`src/rtl/fpu_mul_scheduler_pkg.sv`:
```
// Shared definitions for the two-requester fixed-point multiply scheduler.
// Latency: n/a (types and constants only).
// Backpressure: n/a.
package fpu_mul_scheduler_pkg;

   // Operand width of the shared external 16x16 multiplier
   localparam int SCH_MUL_W   = 16;
   // Number of requesters sharing the multiplier
   localparam int SCH_NUM_REQ = 2;

   typedef enum logic [1:0] {
      SCH_IDLE = 2'd0,
      SCH_MUL  = 2'd1,
      SCH_DONE = 2'd2
   } sch_state_t;

endpackage

```
`src/rtl/rr_arbiter2.sv`:
```
// Two-way round-robin arbiter; a tie goes to the requester that did not win last.
// Latency: grant is combinational from req; the last-winner register updates on the granting edge.
// Backpressure: no grant while enable is low; a requester must hold req until granted.
module rr_arbiter2
   import fpu_mul_scheduler_pkg::*;
(
   input  logic                   clk,
   input  logic                   reset,
   input  logic                   enable,
   input  logic [SCH_NUM_REQ-1:0] req,
   output logic [SCH_NUM_REQ-1:0] grant,
   output logic                   grant_id
);

   // Reset to 1 so that requester 0 wins the first tie
   logic last_grant;

   // One-hot grant: a lone request wins, a tie goes to !last_grant
   always_comb begin
      grant = '0;
      if (enable) begin
         case (req)
            2'b01:   grant = 2'b01;
            2'b10:   grant = 2'b10;
            2'b11:   grant = last_grant ? 2'b01 : 2'b10;
            default: grant = 2'b00;
         endcase
      end
   end

   assign grant_id = grant[1];

   // Remember the winner whenever a grant is taken
   always_ff @(posedge clk or posedge reset) begin
      if (reset)
         last_grant <= 1'b1;
      else if (|grant)
         last_grant <= grant_id;
   end

endmodule

```
`src/rtl/fpu_mul_scheduler.sv`:
```
// Shares one external 16x16 multiplier between two requesters for 32x32 fixed-point multiplies.
// Latency: accept edge t, four partial-product cycles, resp_valid from cycle t+5; one op per 6 cycles at best.
// Backpressure: response held stable until resp_ready; no new request is accepted until the response is taken.
module fpu_mul_scheduler
   import fpu_mul_scheduler_pkg::*;
#(
   parameter int WIDTH = 32,
   parameter int FBITS = 10,
   parameter int MUL_W = SCH_MUL_W
)(
   input  logic                         clk,
   input  logic                         reset,
   input  logic [SCH_NUM_REQ-1:0]       req_valid,
   output logic [SCH_NUM_REQ-1:0]       req_ready,
   input  logic [SCH_NUM_REQ*WIDTH-1:0] req_op1,
   input  logic [SCH_NUM_REQ*WIDTH-1:0] req_op2,
   output logic                         resp_valid,
   input  logic                         resp_ready,
   output logic                         resp_id,
   output logic [WIDTH-1:0]             resp_result,
   output logic [MUL_W-1:0]             mul_a,
   output logic [MUL_W-1:0]             mul_b,
   input  logic [2*MUL_W-1:0]           mul_p
);

   sch_state_t           state;
   logic [WIDTH-1:0]     a_q;
   logic [WIDTH-1:0]     b_q;
   logic [2*WIDTH-1:0]   acc;
   logic [2*WIDTH-1:0]   pp_ext;
   logic [2*WIDTH-1:0]   pp_shifted;
   logic [2*WIDTH-1:0]   acc_next;
   logic [1:0]           step;
   logic                 owner;
   logic [1:0]           grant;
   logic                 grant_id;
   logic                 arb_enable;

   // Grants only in IDLE; reset masks the grant so req_ready drops immediately
   assign arb_enable = (state == SCH_IDLE) && !reset;

   rr_arbiter2 u_arb (
      .clk      (clk),
      .reset    (reset),
      .enable   (arb_enable),
      .req      (req_valid),
      .grant    (grant),
      .grant_id (grant_id)
   );

   assign req_ready = grant;

   // Step bit 1 selects the A half, step bit 0 the B half: Al*Bl, Al*Bh, Ah*Bl, Ah*Bh
   always_comb begin
      mul_a = '0;
      mul_b = '0;
      if (state == SCH_MUL) begin
         mul_a = step[1] ? a_q[WIDTH-1:MUL_W] : a_q[MUL_W-1:0];
         mul_b = step[0] ? b_q[WIDTH-1:MUL_W] : b_q[MUL_W-1:0];
      end
   end

   // Align the partial product to its weight and add it into the 64-bit accumulator
   always_comb begin
      pp_ext = {{(2*WIDTH-2*MUL_W){1'b0}}, mul_p};
      case (step)
         2'd0:    pp_shifted = pp_ext;
         2'd3:    pp_shifted = pp_ext << (2*MUL_W);
         default: pp_shifted = pp_ext << MUL_W;
      endcase
      acc_next = acc + pp_shifted;
   end

   // Scheduler FSM with registered response outputs
   always_ff @(posedge clk or posedge reset) begin
      if (reset) begin
         state       <= SCH_IDLE;
         a_q         <= '0;
         b_q         <= '0;
         acc         <= '0;
         step        <= '0;
         owner       <= 1'b0;
         resp_valid  <= 1'b0;
         resp_id     <= 1'b0;
         resp_result <= '0;
      end else begin
         case (state)
            SCH_IDLE: begin
               if (|grant) begin
                  a_q   <= grant_id ? req_op1[2*WIDTH-1:WIDTH] : req_op1[WIDTH-1:0];
                  b_q   <= grant_id ? req_op2[2*WIDTH-1:WIDTH] : req_op2[WIDTH-1:0];
                  owner <= grant_id;
                  acc   <= '0;
                  step  <= '0;
                  state <= SCH_MUL;
               end
            end
            SCH_MUL: begin
               acc  <= acc_next;
               step <= step + 2'd1;
               if (step == 2'd3) begin
                  // Upper product bits are dropped: no saturation
                  resp_valid  <= 1'b1;
                  resp_id     <= owner;
                  resp_result <= acc_next[WIDTH+FBITS-1:FBITS];
                  state       <= SCH_DONE;
               end
            end
            SCH_DONE: begin
               if (resp_ready) begin
                  resp_valid <= 1'b0;
                  state      <= SCH_IDLE;
               end
            end
            default: state <= SCH_IDLE;
         endcase
      end
   end

endmodule

```
`config.mk`:
```
export PLATFORM = sky130hd
export DESIGN_NAME = fpu_mul_scheduler
export DESIGN_NICKNAME = d
export VERILOG_FILES = /design/src/rtl/fpu_mul_scheduler_pkg.sv /design/src/rtl/rr_arbiter2.sv /design/src/rtl/fpu_mul_scheduler.sv
export SDC_FILE = /design/constraint.sdc
export NUM_CORES = 1
export LEC_CHECK = 0
export ABC_AREA = 1
export CAP_MARGIN = 0
export CORE_UTILIZATION = 55
export CTS_CLUSTER_SIZE = 20
export DETAILED_ROUTE_END_ITERATION = 8
export PLACE_DENSITY = 0.88
export SYNTH_ARGS = -nofsm -noshare
export SYNTH_HDL_FRONTEND = slang
export SYNTH_HIERARCHICAL = 1
export SYNTH_SLANG_ARGS = --single-unit
```
`constraint.sdc`:
```
create_clock -name clk -period 10.5 [get_ports clk]
set_clock_uncertainty 0.15 [all_clocks]
set_input_delay 2.625 -clock clk [delete_from_list [all_inputs] [get_ports clk]]
set_output_delay 2.625 -clock clk [all_outputs]
set_load 0.05 [all_outputs]
```
## After elaboration in Yosys (flattened, before gate mapping)

Index checks and enable logic that the tools add are counted.

| storage, ports and cells | value |
|---|---|
| register bits | 168 |
| input port bits | 165 |

| cells by class | value |
|---|---|
| add/subtract/negate cells | 2 |
| equal/unequal tests | 9 |
| mux-type cells | 21 |
| reduce and logical (&&, ||, !) cells | 12 |

Operator list:

| operator | count |
|---|---|
| 64-bit case mux with 2 select lines | 2 |
| 64-bit adder | 1 |
| 16-bit two-way mux | 4 |
| 32-bit two-way mux | 2 |
| 64-bit two-way mux | 1 |
| 2-bit two-way mux | 6 |
| 2-bit case mux with 3 select lines | 2 |
| 2-bit equality test, second input constant | 4 |
| 2-bit AND reduction | 3 |
| 3-bit AND reduction | 2 |
| 2-bit by 1-bit equality test with 1-bit output, second input constant | 2 |
| 2-bit zero test | 2 |
| 2-bit by 1-bit inequality test with 1-bit output, second input constant | 2 |
| 2-bit case mux with 2 select lines | 1 |
| 2-bit nonzero test | 2 |
| 2-bit by 1-bit adder with 2-bit output, second input constant | 1 |
| 1-bit two-way mux | 2 |
| 2-bit inequality test, second input constant | 1 |
| 1-bit case mux with 2 select lines | 1 |
| 2-bit OR reduction | 1 |
| 1-bit logical AND | 1 |
| 1-bit zero test | 1 |

## Logic depth before layout (Yosys ltp)

| logic depth | value |
|---|---|
| word-level depth | 6 |
| mapped depth | 22 |
| depth with buffers taken out | 19 |

## By module

Netlist, hierarchy kept.

By module, submodules not included:

| module | instances | cells an instance | area each (um^2) | seq. area each (um^2) |
|---|---|---|---|---|
| fpu_mul_scheduler | 1 | 1509 | 9897.0 | 3628.5 |
| rr_arbiter2 | 1 | 13 | 76.3 | 26.3 |

## Worst setup path before layout

OpenSTA, ideal clock, no wires.

| timing | value |
|---|---|
| path type | input-to-output |
| start | in reset |
| end | out req_ready[0] |
| data arrival time | 3.693 ns |
| data required time | 7.725 ns |
| slack | 4.032 ns |
| stages | 3 |
| buffers on the path | 0 |
| cells stage by stage | nor3_1 nand2_1 a21oi_1 |

| on the way | value |
|---|---|
| cells in the longest elaborated chain, start to end | 3 |

Ends and longest elaborated chain:

| item | line | text |
|---|---|---|
| from (decl) | fpu_mul_scheduler.sv:12 | `input logic reset,` |
| 1-bit zero test (no source line) | - |  |
| 1-bit logical AND | fpu_mul_scheduler.sv:40 | `assign arb_enable = (state == SCH_IDLE) && !reset;` |
| 2-bit two-way mux | rr_arbiter2.sv:21 | `if (enable) begin` |
| to (decl) | fpu_mul_scheduler.sv:14 | `output logic [SCH_NUM_REQ-1:0] req_ready,` |

Every way passes these cells.

## Worst setup path after layout

| timing | value |
|---|---|
| start | in reset |
| end | out req_ready[1] |

| on the way | value |
|---|---|
| cells in the longest elaborated chain, start to end | 3 |

Ends and longest elaborated chain:

| item | line | text |
|---|---|---|
| 1-bit zero test (no source line) | - |  |
| 1-bit logical AND | fpu_mul_scheduler.sv:40 |  |
| net arb_enable | fpu_mul_scheduler.sv:37 | `logic arb_enable;` |
| 2-bit two-way mux | rr_arbiter2.sv:21 |  |

The timed path passes the listed nets, and every way through them passes these cells.

==> impl_results.md <==
* Sequential fraction of the synthesis area at 36.6%
* Share of the synthesized area in the top cell type at 36.4%
* Status: completed
* Crit path launch type: input pin
* First-pass GRT wire length at 51200 um
* Final setup viols at 0
* CP delay by family, top: buffers and inverters
* Clock latency on the worst-skew pair at 430 ps
* Power, Total at 0.00462 W
* DRT iter0 DRCs at 924
* CTS clk-pin slew, worst paths at 70 ps
* Fillers at 1424
* Final Max Tran Viols at 0
* Mapped Nets at 1731
* Share of layout cells above drive strength 1 at 4.56%
* Clock Power Share at 14.3%
* Routed via count at 10700
* Initial DRT Pass Iterations at 6
* GP Congestion at 0.997
* CP required at 7730 ps
* Synth Cell Area at 9970 um2
* Maximum VDD drop at 0.234 mV
* Worst slew pin tran at 1110 ps
* Die X at 137 um
* Area Growth Syn to Fin at 30.4%
* Pwr dens at 356 nW/um2
* CTS Sinks at 146
* Multi-input combinational cell area at 5390 um2
* Sw Pwr at 0.00244 W
* CTS tree: yes
* Core Util, Final at 74.4%
* Hold buffers post-CTS at 0
* CP Capture Type: output pin
* CTS Buf Count at 17
* Vias per cell at 5.48
* GR Util All Layers at 36.0%
* Max clock buf depth at 2
* Sw Ratio at 52.8%
* Logic pwr share at 63.9%
* Residual DRC at 0
* Cells after Synth at 1522
* Largest net degree at the start of global routing at 117
* WL per Instance at 16.6 um
* Max Cap Violations at 0
* Initial Util at 57.1%
* Slew Limit Headroom at 26.1%
* Core area at 17500 um2
* Final hold violations at 0
* Final WL at 32600 um
* Worst path bufs/invs at 5
* Yosys warning total at 6
* Vias in the first global route at 10100
* Worst hold path class: reg2reg
* Cell variety after synth at 36
* Commonest non-fill, non-tap cell in the layout: nand2_1
* Final worst-path cycle share at 75.1%
* Initial antenna violation count at 3
* Arrival time worst endpoint at 5110 ps
* CTS resizes at 0
* Final HPWL DP at 24100 um
* Critical Path Max Stage Delay at 930 ps
* Sequence of cells on the critical path: clkdlybuf4s50_1 -> nor3_1 -> nand2_1 -> inv_1 -> nand2_1 -> inv_2 -> buf_4 -> clkdlybuf4s50_1
* Sequential share of power at 21.9%
* Die area at 18700 um2
* Height of the die at 137 um
* IO Port Bufs at 232
* Ports at 233
* Most frequent cells in the layout: nand2_1, clkdlybuf4s50_1, inv_1, nor2_1, dfrtp_1
* Synth area leader: dfrtp_1
* Nets at 1928
* Sequential cell area at 3650 um2
* Global route overflow at 0
* CP max stage cell: clkdlybuf4s50_1
* Max FO, Critical Path at 67
* Setup tns final at 0 ps
* Clk root buf: clkbuf_16
* F_max at 127 MHz
* Critical path class: in2out
* # H-tree levels at 4
* Top post-synthesis cells by area: dfrtp_1, nand2_1, inv_1
* Post-route ant nets at 0
* Postcts setup bufs at 0
* # rows at 48
* Leakage power total at 6.56 nW
* P_int at 0.00218 W
* Crit path time final at 7880 ps
* Post-synthesis register bit count at 146
* Syn avg cell area at 6.55 um2
* RSZ-0062 raised after global routing: false
[power groups by stage]
stage | registers [W] | clock network (W) | logic, W
after detailed placement | 0.00101 | 0 | 0.00288
after floorplan | 0.00118 | 0 | 0.00189
after global placement | 0.00101 | 0 | 0.00282
after CTS | 0.00101 | 0.000663 | 0.00292
final | 0.00101 | 0.000659 | 0.00295
after global routing | 0.00104 | 0.000685 | 0.00322
[final cells by class]
cell class              count  share of cell area [%]
inverters                 180                    5.24
diodes                      3                  0.0577
well taps                 225                    2.17
repair buffers            237                    18.2
multi-input cells        1137                    41.5
flip-flops and latches    146                    28.1
clock inverters            14                    1.48
clock buffers              18                    3.30
[sequential cells by signal, indices dropped and copies added, names as in the netlist]
signal	flops
b_q	32
acc	42
a_q	32
owner	1
state	2
resp_result	32
step	2
u_arb/last_grant	1
resp_id	1
resp_valid	1
[synth_stat cells (all sizes together)]
cell and n:
clkinv 2, dfstp 1, o22ai 20, a21oi 66, clkbuf 36, fa 1, and2 2, dfrtp 145
nand3b 5, nor2 160, buf 23, inv 178, o21ai 42, xnor2 9, a21o 2, or2 5
nor3 6, nand4 2, nand2 611, ha 43, nand3 85, a22o 2, xor2 6, o21bai 6
a31oi 64
[cells by family after synthesis]
| kind of cell | synth area share, % |
|---|---|
| adders and majority gates | 5.60 |
| DFF | 36.6 |
| buffers and inverters | 9.30 |
| and+or+nand+nor | 35.6 |
| xor gates and xnor gates | 1.32 |
| AOI/OAI and AO/OA | 11.5 |
[worst register-to-register path, stage by stage (launching register included)]
cell	delay [ps]
dfrtp_1	810
clkinv_1	710
ha_1	510
inv_2	420
nand2_1	760
nor2_1	550
ha_1	380
nand2_2	150
inv_1	60
nand2_1	70
nand2_1	80
nand2_1	90
nand2_1	50
nand2_1	70
nand3_2	240
nor2_1	200
nand3b_1	230
nand2_1	80
[path summary, 6_finish.rpt]
kind,from,end,slack (ps),cells after the start
worst min-delay path,resp_result[29]$_DFFE_PP0P_,resp_result[29]$_DFFE_PP0P_,330,2
worst min register to register,resp_result[29]$_DFFE_PP0P_,resp_result[29]$_DFFE_PP0P_,330,2
worst max-delay path,reset,req_ready[1],2620,8
min in group asynchronous,reset,u_arb/last_grant$_DFFE_PP1P_,2490,2
worst max register to register,step[0]$_DFFE_PP0P_,resp_result[12]$_DFFE_PP0P_,4770,17
max in group asynchronous,reset,resp_result[5]$_DFFE_PP0P_,6220,3
[stage by stage]
step	setup WS [ps]	area, um2	instances	hold WS, ps
final	2620	13000	1960	329
after global routing	2470	13000	1960	353
after CTS	2600	13000	1957	333
after detailed placement	2630	12400	1925	315
after global placement	2650	12400	1925	309
after floorplan	3830	9970	1522	300
[metal layers]
| metal | global-route usage, % | routed length, um |
|---|---|---|
| met5 | 0 | 0 |
| met4 | 13.8 | 1200 |
| met3 | 7.59 | 2660 |
| met2 | 61.2 | 15500 |
| met1 | 44.7 | 13300 |
(Power assumes the default switching activity.)
